<file path="config.mk">
export PLATFORM = sky130hd
export DESIGN_NAME = mdu_hilo
export DESIGN_NICKNAME = d
export VERILOG_FILES = /design/src/rtl/mdu_hilo.sv
export SDC_FILE = /design/constraint.sdc
export NUM_CORES = 1
export LEC_CHECK = 0
export BUFFER_PORTS_ARGS = -buffer_cell sky130_fd_sc_hd__buf_4
export CAP_MARGIN = 20
export CORE_UTILIZATION = 58
export DETAILED_ROUTE_END_ITERATION = 10
export HOLD_SLACK_MARGIN = 0.03
export PLACE_DENSITY_LB_ADDON = 0.25
export SYNTH_ARGS = -nofsm -noshare
export SYNTH_HDL_FRONTEND = slang
export SYNTH_SLANG_ARGS = --single-unit
</file>
<file path="constraint.sdc">
create_clock -name clk -period 4.03 [get_ports clk]
set_input_delay 0.403 -clock clk [delete_from_list [all_inputs] [get_ports clk]]
set_output_delay 0.403 -clock clk [all_outputs]
set_load 0.05 [all_outputs]
</file>
<file path="src/rtl/mdu_hilo.sv">
// mdu_hilo: multi-cycle multiply/divide unit that owns the architectural HI/LO registers.
// Optional feature macro MDU_CANCEL_EN adds a cancel input that flushes an in-flight op.
module mdu_hilo #(
  parameter int unsigned MUL_FAST = 0,
  parameter int unsigned ITER     = 32
) (
  input  logic        clk,
  input  logic        rst_n,
  input  logic        start,
  input  logic [2:0]  op,
  input  logic [31:0] X,
  input  logic [31:0] Y,
`ifdef MDU_CANCEL_EN
  input  logic        cancel,
`endif
  output logic        busy,
  output logic        done,
  output logic        div_by_zero,
  output logic [31:0] HI,
  output logic [31:0] LO
);

  localparam int unsigned CntW = (ITER > 1) ? $clog2(ITER) : 1;

  localparam logic [2:0] OpMult  = 3'd0;
  localparam logic [2:0] OpMultu = 3'd1;
  localparam logic [2:0] OpDiv   = 3'd2;
  localparam logic [2:0] OpDivu  = 3'd3;
  localparam logic [2:0] OpMthi  = 3'd4;
  localparam logic [2:0] OpMtlo  = 3'd5;

  typedef enum logic [1:0] {StIdle, StRun, StFix} state_e;

  state_e          state_q, state_d;
  logic [CntW-1:0] cnt_q, cnt_d;
  // Multiply: {partial product, remaining multiplier}. Divide: {remainder, dividend/quotient}.
  logic [63:0]     acc_q, acc_d;
  logic [31:0]     opb_q, opb_d;
  logic            is_div_q, is_div_d;
  logic            neg_res_q, neg_res_d;
  logic            neg_rem_q, neg_rem_d;
  logic            dz_q, dz_d;
  logic [31:0]     hi_q, hi_d;
  logic [31:0]     lo_q, lo_d;
  logic            done_q, done_d;
  logic            dbz_q, dbz_d;

  logic            is_signed;
  logic [31:0]     x_mag, y_mag;
  logic [32:0]     mul_sum;
  logic [32:0]     div_diff;
  logic [63:0]     prod_fix;
  logic [31:0]     quo_fix, rem_fix;

  // MULT and DIV are the even opcodes of the mult/div group.
  assign is_signed = ~op[0];
  assign x_mag     = (is_signed && X[31]) ? -X : X;
  assign y_mag     = (is_signed && Y[31]) ? -Y : Y;

  assign mul_sum  = {1'b0, acc_q[63:32]} + (acc_q[0] ? {1'b0, opb_q} : 33'd0);
  assign div_diff = acc_q[63:31] - {1'b0, opb_q};

  assign prod_fix = neg_res_q ? -acc_q : acc_q;
  // A zero divisor leaves the dividend magnitude as remainder, so the normal
  // remainder sign fix already reproduces X; only the quotient needs forcing.
  assign quo_fix  = dz_q ? 32'hFFFF_FFFF : (neg_res_q ? -acc_q[31:0] : acc_q[31:0]);
  assign rem_fix  = neg_rem_q ? -acc_q[63:32] : acc_q[63:32];

  always_comb begin
    state_d   = state_q;
    cnt_d     = cnt_q;
    acc_d     = acc_q;
    opb_d     = opb_q;
    is_div_d  = is_div_q;
    neg_res_d = neg_res_q;
    neg_rem_d = neg_rem_q;
    dz_d      = dz_q;
    hi_d      = hi_q;
    lo_d      = lo_q;
    done_d    = 1'b0;
    dbz_d     = 1'b0;

    case (state_q)
      StIdle: begin
        if (start) begin
          case (op)
            OpMult, OpMultu, OpDiv, OpDivu: begin
              is_div_d  = op[1];
              neg_res_d = is_signed & (X[31] ^ Y[31]);
              neg_rem_d = is_signed & X[31];
              dz_d      = op[1] & (Y == 32'd0);
              cnt_d     = '0;
              if (op[1]) begin
                opb_d   = y_mag;
                acc_d   = {32'd0, x_mag};
                state_d = StRun;
              end else if (MUL_FAST != 0) begin
                opb_d   = x_mag;
                acc_d   = 64'(x_mag) * 64'(y_mag);
                state_d = StFix;
              end else begin
                opb_d   = x_mag;
                acc_d   = {32'd0, y_mag};
                state_d = StRun;
              end
            end
            OpMthi:  hi_d = X;
            OpMtlo:  lo_d = X;
            default: ;
          endcase
        end
      end

      StRun: begin
        if (is_div_q) begin
          // Restoring step: keep the shifted remainder when the trial subtract goes negative.
          acc_d = div_diff[32] ? {acc_q[62:0], 1'b0}
                               : {div_diff[31:0], acc_q[30:0], 1'b1};
        end else begin
          acc_d = {mul_sum, acc_q[31:1]};
        end
        cnt_d = cnt_q + 1'b1;
        if (cnt_q == CntW'(ITER - 1)) begin
          state_d = StFix;
        end
      end

      StFix: begin
        state_d = StIdle;
        done_d  = 1'b1;
        dbz_d   = dz_q;
        if (is_div_q) begin
          hi_d = rem_fix;
          lo_d = quo_fix;
        end else begin
          hi_d = prod_fix[63:32];
          lo_d = prod_fix[31:0];
        end
      end

      default: state_d = StIdle;
    endcase

`ifdef MDU_CANCEL_EN
    if (cancel && (state_q != StIdle)) begin
      state_d = StIdle;
      done_d  = 1'b0;
      dbz_d   = 1'b0;
      hi_d    = hi_q;
      lo_d    = lo_q;
    end
`endif
  end

  always_ff @(posedge clk or negedge rst_n) begin
    if (!rst_n) begin
      state_q   <= StIdle;
      cnt_q     <= '0;
      acc_q     <= '0;
      opb_q     <= '0;
      is_div_q  <= 1'b0;
      neg_res_q <= 1'b0;
      neg_rem_q <= 1'b0;
      dz_q      <= 1'b0;
      hi_q      <= '0;
      lo_q      <= '0;
      done_q    <= 1'b0;
      dbz_q     <= 1'b0;
    end else begin
      state_q   <= state_d;
      cnt_q     <= cnt_d;
      acc_q     <= acc_d;
      opb_q     <= opb_d;
      is_div_q  <= is_div_d;
      neg_res_q <= neg_res_d;
      neg_rem_q <= neg_rem_d;
      dz_q      <= dz_d;
      hi_q      <= hi_d;
      lo_q      <= lo_d;
      done_q    <= done_d;
      dbz_q     <= dbz_d;
    end
  end

  assign busy        = (state_q != StIdle);
  assign done        = done_q;
  assign div_by_zero = dbz_q;
  assign HI          = hi_q;
  assign LO          = lo_q;

endmodule

</file>
# Yosys cells after proc, flatten, opt, wreduce, memory -nomap -nowiden
# Cells that the tools add are included.
word_totals:
  ff_bits: 173
  inputBits: 70
  out_inout_bits: 67
classes:
  add_sub_neg: 8
  n_eq_ne: 13
  mux: 31
  bitwise_logic: 5
  n_reduce_logical: 14
op_table:
  columns: ["cell", "count"]
  rows:
  - ["two-way mux 32 bit", 14]
  - ["two-way mux 64 bit", 5]
  - ["negator 32 bit", 4]
  - ["case mux 32 bit (2 select lines)", 2]
  - ["case mux 64 bit (2 select lines)", 1]
  - ["negator 64 bit", 1]
  - ["adder 32 x 32 -> 33 bit", 1]
  - ["subtractor 33 x 32 -> 33 bit", 1]
  - ["logical NOT 32 bit", 1]
  - ["AND reduction 3 bit", 5]
  - ["two-way mux 5 bit", 2]
  - ["case mux 5 bit (2 select lines)", 1]
  - ["equality test 3 x 2 -> 1 bit (second input constant)", 2]
  - ["equality test 3 bit (second input constant)", 2]
  - ["two-way mux 2 bit", 3]
  - ["!= test 2 x 1 -> 1 bit (second input constant)", 3]
  - ["nonzero test 2 bit", 3]
  - ["adder 5 x 1 -> 5 bit (second input constant)", 1]
  - ["equality test 5 bit (second input constant)", 1]
  - ["!= test 2 bit (second input constant)", 2]
  - ["case mux 2 bit (2 select lines)", 1]
  - ["OR reduction 4 bit", 1]
  - ["AND 1 bit", 3]
  - ["equality test 3 x 1 -> 1 bit (second input constant)", 1]
  - ["8 further kinds", 10]

# Longest topological paths before layout
logic_depth:
  ltp_word: 7
  mapped_depth: 14
  mapped_depth_nobuf: 13

# Worst setup path after synthesis
# Ideal clock, no wire load.
synth_path:
  path_type: "register -> register"
  startpoint: "register acc_q[0]"
  endpoint: "register acc_q[62]"
  arrival_time_ps: 2881
  t_required_ps: 3892
  setup_slack_ps: 1012
  stages_incl_launch_ff: 14
  synth_period_minus_slack_ps: 3018
  path_cell_list: "dfrtp_1 -> inv_1 -> clkbuf_1 -> nor2_1 -> ha_1 -> a2111oi_0 -> o21ai_0 -> a21oi_1 -> o31ai_1 -> o31ai_1 -> o31ai_1 -> o21ba_2 -> o21ai_0 -> o211ai_1"
synth_via:
  elab_chain_len: 4
synth_lines:
  columns: ["element", "line_no", "text"]
  rows:
  - ["from (decl)", "37", "logic [63:0] acc_q, acc_d;"]
  - ["from (signal assigned)", "159", "acc_q <= '0;"]
  - ["from (signal assigned)", "172", "acc_q <= acc_d;"]
  - ["two-way mux 32 bit", "60", "assign mul_sum = {1'b0, acc_q[63:32]} + (acc_q[0] ? {1'b0, opb_q} : 33'd0);"]
  - ["adder 32 x 32 -> 33 bit", "60", null]
  - ["two-way mux 64 bit", "115", "if (is_div_q) begin"]
  - ["case mux 64 bit (2 select lines)", "83", "case (state_q)"]
# No other way between the ends.
# A chain may end at the register's enable or synchronous reset.

# Final worst setup path
layout_path:
  startpoint: "register acc_q[31]"
  endpoint: "register acc_q[34]"
layout_via:
  elab_chain_len: 4
layout_lines:
  columns: ["element", "line_no", "text"]
  rows:
  - ["subtractor 33 x 32 -> 33 bit", "61", "assign div_diff = acc_q[63:31] - {1'b0, opb_q};"]
  - ["two-way mux 64 bit", "117", "acc_d = div_diff[32] ? {acc_q[62:0], 1'b0}"]
  - ["two-way mux 64 bit", "115", null]
  - ["case mux 64 bit (2 select lines)", "83", null]
# No other way between the ends.

==> impl_metrics.env <==
export IMPL_clockRootBuffer="clkbuf_16"
export IMPL_syn2layout_area_growth_pct=12.53
export IMPL_clock_latency_ns=0.45
export IMPL_gp_congestion=1.010
export IMPL_syn_inst=1886
export IMPL_power_leakage_nw=7.306
export IMPL_numPortBuffers=136
export IMPL_status="complete, no violations"
export IMPL_rows=58
export IMPL_ys_async_sr_fraction_pct=100.0
export IMPL_maxCapViolCount=0
export IMPL_setup_worst_path_class="flop to flop"
export IMPL_r2r_setup_slack_ns=0.51
export IMPL_syn_num_nets=2028
export IMPL_synth_largest_area_cell="dfrtp_1"
export IMPL_diodes=0
export IMPL_crit_buf_inv=2
export IMPL_wl_mm=48.92
export IMPL_maxSlewViolCount=0
export IMPL_postCtsSetupBuffers=0
export IMPL_dp_hpwl_mm=36.70
export IMPL_core_area_sq_um=25180
export IMPL_hold_viol=0
export IMPL_cts_max_path_buffers=2
export IMPL_synth_area_sq_um=14850
export IMPL_pin_count=137
export IMPL_wl_met2_mm=22.01
export IMPL_vdd_drop_max_mv=0.7632
export IMPL_nNetsFinal=2099
export IMPL_tritoncts="built"
export IMPL_ys_seq_area_share_pct=29.15
export IMPL_ys_seq_elements=173
export IMPL_dr_pass1_iters=9
export IMPL_wl_met1_mm=20.57
export IMPL_highest_layer="met4"
export IMPL_drtIter0Drc=1374
export IMPL_tightest_slew_ns=1.178
export IMPL_path_delay_family="compound AO/OA/AOI/OAI gates"
export IMPL_track_usage_pct=37.46
export IMPL_min_period_ns=3.521
export IMPL_drive_gt1_share_pct=12.84
export IMPL_fin_tns_setup_ns=0
export IMPL_rsz0062_at_grt="no"
export IMPL_synth_area_per_cell_sq_um=7.875
export IMPL_cts_buffers=17
export IMPL_postCtsHoldBufs=0
export IMPL_hold_path_class="input pin to asynchronous set/reset pin"
export IMPL_clock_sinks=173
export IMPL_die_area_sq_um=26250
export IMPL_post_cts_resized=0
export IMPL_drc=0
export IMPL_antenna_found_initial=0
export IMPL_slew_headroom_pct=21.47
export IMPL_min_period_over_period_pct=87.37
export IMPL_gr_total_overflow=0
export IMPL_synth_edff_count=0
export IMPL_ant_nets=0
export IMPL_endpoint_kind="flop"
export IMPL_synth_area_leaders="dfrtp_1 (29%), a21oi_1 (6.9%), ha_1 (5.9%)"
export IMPL_finClkSkew_ns=0.02246
export IMPL_powerDensity_nw_per_um2=1016
export IMPL_wl_per_cell_microns=21.27
export IMPL_grt_pass1_wl_mm=76.73
export IMPL_initial_core_util_pct=58.98
export IMPL_htreeDepth=4
export IMPL_start_kind="flop"
export IMPL_grt_pass1_vias=14209
export IMPL_die_height_microns=162.0
export IMPL_timing_fmax_ghz=0.2840
export IMPL_met3_length_mm=3.866
export IMPL_yosys_warnings=0
export IMPL_final_util_pct=66.38
export IMPL_critPathMaxFanout=53
export IMPL_crit_path_top_delay_cell="dfrtp_1"
export IMPL_arrival_ns=3.86
export IMPL_num_vias=15051
export IMPL_max_stage_delay_ns=0.44
export IMPL_ys_types=84
export IMPL_ys_flop_type="dfrtp_1"
export IMPL_clk_pin_slew_ns=0.09
export IMPL_path_cells="inv_1 > ha_1 > fa_1 > nand2b_1 > a211oi_1 > o41a_1 > a311oi_1 > o21ai_0 > nand3_2 > buf_12 > mux2i_1 > nor2_1 > a211o_1"
export IMPL_fp_dieW_microns=162.0
export IMPL_grt_max_degree=88
export IMPL_finalPower_mw=16.99
export IMPL_netlist_area_leader_share_pct=29.15
export IMPL_via_per_inst=6.544
export IMPL_critPathRequiredTime_ns=4.36
export IMPL_setup_viol=0
## final cells by class
type / count / area, sq um
clock buffer: 17 / 425.4
clock inverter: 15 / 196.4
fill: 2201 / 8467
inverter: 64 / 240.2
multi-input combinational: 1536 / 9842
sequential: 173 / 4330
tap: 330 / 412.9
timing repair buffer: 165 / 1267
## power by group
group	total, mW	switching, mW	internal [mW]
registers	3.69	1.09	2.60
logic	11.5	7.04	4.47
clock network	1.80	0.843	0.952
## cells by family after synthesis
| logic type | after synthesis | synth area share [%] |
|---|---|---|
| compound gates | 628 | 26.79 |
| simple gates | 606 | 19.00 |
| buf+inv | 177 | 4.684 |
| flops | 173 | 29.15 |
| xor+xnor | 172 | 10.14 |
| fa+ha+maj | 72 | 6.166 |
| mux | 58 | 4.077 |
## per-stage QoR
step           instances  hold slack (ns)  setup WS [ns]  area (sq um)
2_1_floorplan       1886           0.1074          1.012         14850
3_3_place_gp        2268           0.4642         0.6007         16090
3_5_place_dp        2268           0.4672         0.5307         16090
4_1_cts             2300          0.08188         0.5514         16710
5_1_grt             2300           0.1056         0.2677         16710
6_report            2300          0.02764         0.5088         16710
## state kept, by name (all words and copies together), names as in the netlist
register     cells
HI              32
state_q          2
LO              32
opb_q           32
cnt_q            5
done             1
dz_q             1
is_div_q         1
div_by_zero      1
neg_res_q        1
neg_rem_q        1
acc_q           64
## cells in the mapped netlist (all sizes together) (11+ instances only)
cell type	count
ha	70
mux2	20
a22oi	20
o22ai	27
xnor2	79
a31oi	19
and2	11
and3	15
a21oi	205
nor3	39
o21ai	146
buf	22
inv	63
a32oi	24
xor2	93
a21o	33
nor4	15
nor2b	20
nor2	181
o221ai	22
nand3	35
nand2b	17
mux2i	38
or3	19
o31ai	22
nand2	222
a211oi	11
clkbuf	91
o211ai	27
dfrtp	173
## cell usage in the layout (no fill, tap or decap), types with 20 or more instances in the layout
cell type / synthesis / final
a21o_1: 33 / 33
a21oi_1: 205 / 204
a22oi_1: 20 / 20
a32oi_1: 24 / 24
buf_4: 0 / 162
dfrtp_1: 173 / 172
ha_1: 70 / 70
inv_1: 63 / 63
mux2_2: 20 / 20
mux2i_1: 38 / 38
nand2_1: 221 / 221
nand3_1: 34 / 34
nor2_1: 179 / 178
nor2b_1: 20 / 20
nor3_1: 38 / 38
o211ai_1: 26 / 26
o21ai_0: 130 / 130
o221ai_1: 22 / 22
o22ai_1: 27 / 27
o31ai_1: 21 / 21
xnor2_1: 79 / 79
xor2_1: 93 / 93
## routing by layer
metal,vias up,GRT usage [%]
li1,6974,-
met1,7171,50.70
met2,750,58.04
met3,156,5.720
met4,0,19.21
met5,-,0
## worst paths after layout
check,from,to,cells after the start
setup reg to reg,acc_q[31]$_DFFE_PN0P_,acc_q[34]$_DFFE_PN0P_,13
hold reg to reg,LO[18]$_DFFE_PN0P_,LO[18]$_DFFE_PN0P_,1
setup / recovery,acc_q[31]$_DFFE_PN0P_,acc_q[34]$_DFFE_PN0P_,13
min in group clk,op[0],neg_res_q$_DFFE_PN0P_,2
max in group asynchronous,rst_n,HI[14]$_DFFE_PN0P_,2
hold / removal,rst_n,LO[25]$_DFFE_PN0P_,1
No activity file was read; power rests on OpenSTA's default activity.
